===== config.mk =====
export PLATFORM = sky130hd
export DESIGN_NAME = control_pad_encoder
export DESIGN_NICKNAME = d
export VERILOG_FILES = /design/src/rtl/control_pad_encoder.sv
export SDC_FILE = /design/constraint.sdc
export NUM_CORES = 1
export LEC_CHECK = 0
export ABC_AREA = 1
export BUFFER_PORTS_ARGS = -buffer_cell sky130_fd_sc_hd__buf_4
export CAP_MARGIN = 10
export CORE_MARGIN = 2
export CORE_UTILIZATION = 50
export DETAILED_ROUTE_END_ITERATION = 8
export GPL_TIMING_DRIVEN = 0
export HOLD_SLACK_MARGIN = 0.03
export MAX_ROUTING_LAYER = met4
export PLACE_DENSITY = 0.62
export SKIP_LAST_GASP = 1
export SLEW_MARGIN = 20
export SYNTH_ARGS = -nofsm -noshare
export SYNTH_HDL_FRONTEND = slang
export SYNTH_SLANG_ARGS = --single-unit
export TNS_END_PERCENT = 20

===== constraint.sdc =====
create_clock -name fclk -period 15.34 [get_ports fclk]
set_input_delay 0.767 -clock fclk [delete_from_list [all_inputs] [get_ports fclk]]
set_output_delay 0.767 -clock fclk [all_outputs]
set_load 0.02 [all_outputs]

===== src/rtl/control_pad_encoder.sv =====
// control_pad_encoder: synchronizes and debounces 12 pad buttons, then turns each axis pair into step pulses.
// Auto-repeat timing (DELAY -> REPEAT) is built only when CTRL_PAD_AUTOREPEAT_EN is defined; otherwise one pulse per press.
module control_pad_encoder #(
  parameter int unsigned DEBOUNCE_CYC  = 500000,
  parameter int unsigned REPEAT_DELAY  = 5000000,
  parameter int unsigned REPEAT_PERIOD = 500000
) (
  input  logic        fclk,
  input  logic        rst,
  input  logic [11:0] btn_raw,
  output logic [11:0] controlPad,
  output logic [11:0] btn_db
);

  localparam logic [23:0] DB_LAST = 24'(DEBOUNCE_CYC - 1);

`ifdef CTRL_PAD_AUTOREPEAT_EN
  typedef enum logic [1:0] {
    S_IDLE   = 2'd0,
    S_DELAY  = 2'd1,
    S_REPEAT = 2'd2
  } axis_state_t;

  localparam logic [23:0] RD_LAST = 24'(REPEAT_DELAY - 1);
  localparam logic [23:0] RP_LAST = 24'(REPEAT_PERIOD - 1);

  logic [23:0] r_rcnt     [6];
  logic [23:0] w_rcnt_nxt [6];
`else
  typedef enum logic {
    S_IDLE  = 1'b0,
    S_DELAY = 1'b1
  } axis_state_t;

  // Repeat timing parameters have no function without auto-repeat.
  logic [47:0] w_unused_rpt;
  assign w_unused_rpt = {24'(REPEAT_DELAY), 24'(REPEAT_PERIOD)};
`endif

  logic [11:0] r_sync1;
  logic [11:0] r_sync2;
  logic [11:0] r_btn_db;
  logic [23:0] r_dbcnt [12];

  axis_state_t r_state     [6];
  axis_state_t w_state_nxt [6];
  logic [1:0]  r_dir       [6];
  logic [1:0]  w_dir_nxt   [6];
  logic [1:0]  w_req       [6];
  logic [11:0] r_pad;
  logic [11:0] w_pad_nxt;

  // Two-flop synchronizer feeding per-bit debounce counters.
  always_ff @(posedge fclk or posedge rst) begin
    if (rst) begin
      r_sync1  <= 12'h000;
      r_sync2  <= 12'h000;
      r_btn_db <= 12'h000;
      for (int i = 0; i < 12; i++) begin
        r_dbcnt[i] <= 24'd0;
      end
    end else begin
      r_sync1 <= btn_raw;
      r_sync2 <= r_sync1;
      for (int i = 0; i < 12; i++) begin
        if (r_sync2[i] == r_btn_db[i]) begin
          r_dbcnt[i] <= 24'd0;
        end else if (r_dbcnt[i] == DB_LAST) begin
          r_btn_db[i] <= ~r_btn_db[i];
          r_dbcnt[i]  <= 24'd0;
        end else begin
          r_dbcnt[i] <= r_dbcnt[i] + 24'd1;
        end
      end
    end
  end

  // Axis k owns debounced bits [2k+1:2k]; a direction counts only when exactly one bit is held.
  always_comb begin
    for (int k = 0; k < 6; k++) begin
      if (r_btn_db[2*k+1] ^ r_btn_db[2*k]) begin
        w_req[k] = r_btn_db[2*k +: 2];
      end else begin
        w_req[k] = 2'b00;
      end
    end
  end

  // Per-axis next state, latched direction and pulse for the registered pad output.
  always_comb begin
    w_pad_nxt = 12'h000;
    for (int k = 0; k < 6; k++) begin
      w_state_nxt[k] = r_state[k];
      w_dir_nxt[k]   = r_dir[k];
`ifdef CTRL_PAD_AUTOREPEAT_EN
      w_rcnt_nxt[k]  = r_rcnt[k];
`endif
    end
    for (int k = 0; k < 6; k++) begin
      case (r_state[k])
        S_IDLE: begin
          if (w_req[k] != 2'b00) begin
            w_pad_nxt[2*k +: 2] = w_req[k];
            w_dir_nxt[k]        = w_req[k];
            w_state_nxt[k]      = S_DELAY;
`ifdef CTRL_PAD_AUTOREPEAT_EN
            w_rcnt_nxt[k]       = 24'd0;
`endif
          end else begin
            w_state_nxt[k] = S_IDLE;
          end
        end
`ifdef CTRL_PAD_AUTOREPEAT_EN
        S_DELAY: begin
          if (w_req[k] != r_dir[k]) begin
            w_state_nxt[k] = S_IDLE;
          end else if (r_rcnt[k] == RD_LAST) begin
            w_pad_nxt[2*k +: 2] = r_dir[k];
            w_rcnt_nxt[k]       = 24'd0;
            w_state_nxt[k]      = S_REPEAT;
          end else begin
            w_rcnt_nxt[k] = r_rcnt[k] + 24'd1;
          end
        end
        S_REPEAT: begin
          if (w_req[k] != r_dir[k]) begin
            w_state_nxt[k] = S_IDLE;
          end else if (r_rcnt[k] == RP_LAST) begin
            w_pad_nxt[2*k +: 2] = r_dir[k];
            w_rcnt_nxt[k]       = 24'd0;
          end else begin
            w_rcnt_nxt[k] = r_rcnt[k] + 24'd1;
          end
        end
`else
        S_DELAY: begin
          if (w_req[k] != r_dir[k]) begin
            w_state_nxt[k] = S_IDLE;
          end else begin
            w_state_nxt[k] = S_DELAY;
          end
        end
`endif
        default: begin
          w_state_nxt[k] = S_IDLE;
        end
      endcase
    end
  end

  // Axis state registers and the registered step output.
  always_ff @(posedge fclk or posedge rst) begin
    if (rst) begin
      r_pad <= 12'h000;
      for (int k = 0; k < 6; k++) begin
        r_state[k] <= S_IDLE;
        r_dir[k]   <= 2'b00;
`ifdef CTRL_PAD_AUTOREPEAT_EN
        r_rcnt[k]  <= 24'd0;
`endif
      end
    end else begin
      r_pad <= w_pad_nxt;
      for (int k = 0; k < 6; k++) begin
        r_state[k] <= w_state_nxt[k];
        r_dir[k]   <= w_dir_nxt[k];
`ifdef CTRL_PAD_AUTOREPEAT_EN
        r_rcnt[k]  <= w_rcnt_nxt[k];
`endif
      end
    end
  end

  assign controlPad = r_pad;
  assign btn_db     = r_btn_db;

endmodule


==> flow_summary_export.csv <==
group,metric,value,unit
timing,worstMarginPinSlew,0.6310,ns
floorplanning,pin_count,38,
synth,ys_ff_latch,354,
timing,fin_setup_tns,0,ns
drt,drt_wl_total,41300,um
floorplanning,fp.dieW,200.1,um
synth,synth.distinct_cells,26,
worst_setup_path,path_delay_family,"flip-flops",
finish,area_growth,12.28,%
clock_tree,cts_hold_buf,0,
worst_setup_path,crit_path_max_fanout,6,
synth,synth_area,19220,um^2
placed_design,placed_area,20230,um^2
synth,synth_area_leaders,"dfrtp_1 46%, nor2_1 13%, nand2_1 12%, inv_1 6.3%, nand3_1 5.5%",
finish,insertedDiodeCount,0,
power_and_ir_drop,power.density,91.75,nW/um^2
clock_tree,cts_tree,"yes",
drt,firstDrtPassIters,5,
worst_setup_path,cp_data_required_time,14.57,ns
global_route,grt_usage,0.2235,
clock_tree,cts_setup_buffers,0,
placed_design,gp_congestion,0.9381,
power_and_ir_drop,ir_worst_vdd,76.21,uV
timing,setup_viol,0,
drt,via_per_inst,4.936,
synth,yosys_warnings,0,
power_and_ir_drop,seqPwrFrac,0.481,
power_and_ir_drop,p_leak,9.488,nW
timing,slew_viol_final,0,
finish,fin_nets,2750,
timing,hold_viol_final,0,
power_and_ir_drop,power_frac_clock,0.491,
clock_tree,insertion_delay,0.55,ns
finish,stdcell_area,21580,um^2
clock_tree,cts_buffer_depth,3,
global_route,grt_overflow,0,
power_and_ir_drop,total_power,0.001980,W
global_route,grt_first_pass_wirelength,71650,um
run,maxCapViolations,0,
drt,drc,0,
timing,finalClockSkew,0.02376,ns
drt,drt_first_iter_violations,856,
power_and_ir_drop,switching_share,0.2161,
worst_setup_path,cpPeakStageDelay,0.60,ns
floorplanning,rows,71,
worst_setup_path,cp_data_arrival_time,1.38,ns
worst_setup_path,end_kind,"primary output",
synth,syn_avg_cell_area,7.326,um^2
timing,fmax,466.8,MHz
outcome,status,"completed",
power_and_ir_drop,intPower,0.001552,W
worst_setup_path,crit_slowest_cell,"dfrtp_1",
worst_setup_path,crit_chain,"buf_4",
clock_tree,cts.sinks,354,
drt,ant_nets,0,
placed_design,io_buffers,37,
power_and_ir_drop,switchingPower,0.0004279,W
timing,period_minus_slack,2.142,ns
floorplanning,core,37760,um^2
drt,num_vias,16021,
worst_setup_path,crit_path_start_kind,"register",
synth,synth.largest_area_cell,"dfrtp_1",
floorplanning,die-area,40030,um^2
finish,nFillCells,3644,
finish,drive_gt1_frac,0.06728,
worst_setup_path,critPathKind,"register to primary output",
power_and_ir_drop,pwr-share-comb,0.028,
clock_tree,ctsRootBufferMaster,"clkbuf_16",
floorplanning,start_util,0.5092,
clock_tree,htreeDepth,2,
clock_tree,cts_resized,0,
synth,synth_seq_area_share,0.4608,
synth,syn_inst,2624,
global_route,grt_antenna_before_repair,0,
clock_tree,cts_buffers,40,
worst_setup_path,crit_buf_inv,1,
timing,relSlewSlack,0.5763,
synth,synth_top_area_frac,0.4608,
timing,period_share,0.1396,
drt,wl_per_cell,12.72,um
global_route,grt_max_degree,108,
floorplanning,die_h,200.1,um
global_route,grt_pass1_vias,15556,
timing,rsz0062_at_grt,"no",
placed_design,dp_hpwl,30510,um
clock_tree,clk_pin_slew,0.06,ns
worst_hold_path,hold_class,"input port to async pin",
synth,syn-num-nets,2668,
==> power by group through the flow <==
stage	registers (W)	logic, W	clock network, W
floorplan	0.000968	0.0000389	0
global placement	0.000970	0.0000554	0
detailed placement	0.000969	0.0000588	0
CTS	0.000952	0.0000590	0.00100
global route	0.000953	0.0000666	0.00104
finish	0.000952	0.0000562	0.000972
==> sequential cells by signal, summed over array words and instances, names as in the netlist <==
name	count
btn_db	12
r_state	6
r_dir	12
r_sync2	12
controlPad	12
r_dbcnt	288
r_sync1	12
==> cell type report <==
class                      count  area (um^2)  share of cell area
multi-input combinational   1934         9085              0.4209
sequential                   354         8859              0.4104
inverter                     324         1224             0.05670
clock buffer                  58         1200             0.05559
tap                          511        639.4             0.02962
timing repair buffer          40        360.3             0.01670
clock inverter                13        152.6            0.007072
buffer                        12        63.81            0.002957
==> stage by stage <==
| step | instances | hold WS [ns] | setup slack [ns] | util |
|---|---|---|---|---|
| after floorplan | 2624 | 0.3312 | 4.753 | - |
| after global placement | 3172 | 0.3338 | 0.6812 | 0.5335 |
| after detailed placement | 3175 | 0.3347 | 13.10 | 0.5358 |
| after CTS | 3246 | 0.2717 | 13.17 | 0.5717 |
| after global routing | 3246 | 0.2872 | 13.15 | 0.5717 |
| final | 3246 | 0.2717 | 13.20 | 0.5717 |
==> placed cells by master (no fill, tap or decap), types with 7 or more instances in the layout <==
cell | Yosys | final
nand3_1 | 212 | 212
nand2_1 | 621 | 621
nor2_2 | 36 | 36
o21ai_0 | 56 | 56
xnor2_1 | 42 | 42
ha_1 | 30 | 30
nor2_1 | 687 | 687
a21oi_1 | 45 | 45
xor2_1 | 99 | 99
dfrtp_1 | 354 | 354
buf_4 | 2 | 39
inv_1 | 324 | 323
clkbuf_16 | 0 | 41
nor2_4 | 7 | 7
clkbuf_8 | 0 | 11
and2_1 | 7 | 7
nand4_1 | 32 | 32
nand2_2 | 12 | 12
buf_2 | 9 | 9
clkbuf_1 | 1 | 7
o21bai_1 | 12 | 12
nor3_1 | 12 | 12
==> cell usage after synthesis (all sizes together) <==
cell type	instances
a21oi	45
and2	7
buf	11
clkbuf	1
dfrtp	354
ha	30
inv	324
nand2	635
nand3	218
nand4	32
nor2	730
nor3	12
nor3b	1
o211ai	6
o21ai	61
o21bai	12
xnor2	42
xor2	103
==> final timing paths <==
kind | start | end | slack [ns] | cells after the start
max in group asynchronous | rst | r_dbcnt[72]$_DFF_PP0_ | 13.77 | 4
min | rst | r_sync1[3]$_DFF_PP0_ | 0.27 | 2
min in group fclk | btn_raw[11] | r_sync1[11]$_DFF_PP0_ | 0.32 | 1
max | btn_db[9]$_DFFE_PP0P_ | btn_db[9] | 13.20 | 1
max reg2reg | btn_db[10]$_DFFE_PP0P_ | r_dbcnt[37]$_DFF_PP0_ | 13.54 | 4
min reg2reg | r_sync1[0]$_DFF_PP0_ | r_sync2[0]$_DFF_PP0_ | 0.33 | 0
==> metal layers <==
metal | part of all wire | track usage | wire, um | up-vias
met1 | 0.48 | 0.2938 | 19900 | 7471
met2 | 0.46 | 0.3610 | 19100 | 217
met5 | 0 | - | 0 | -
li1 | - | - | - | 8261
met3 | 0.032 | 0.02688 | 1318 | 72
met4 | 0.024 | 0.07517 | 983 | 0
==> logic make-up after synthesis <==
group / count (synthesis) / share of synthesized area
compound gates: 124 / 0.03463
flops: 354 / 0.4608
fa+ha+maj: 30 / 0.01953
xor+xnor: 145 / 0.06763
simple gates: 1635 / 0.3508
buf+inv: 336 / 0.06658
(Power assumes the default switching activity.)
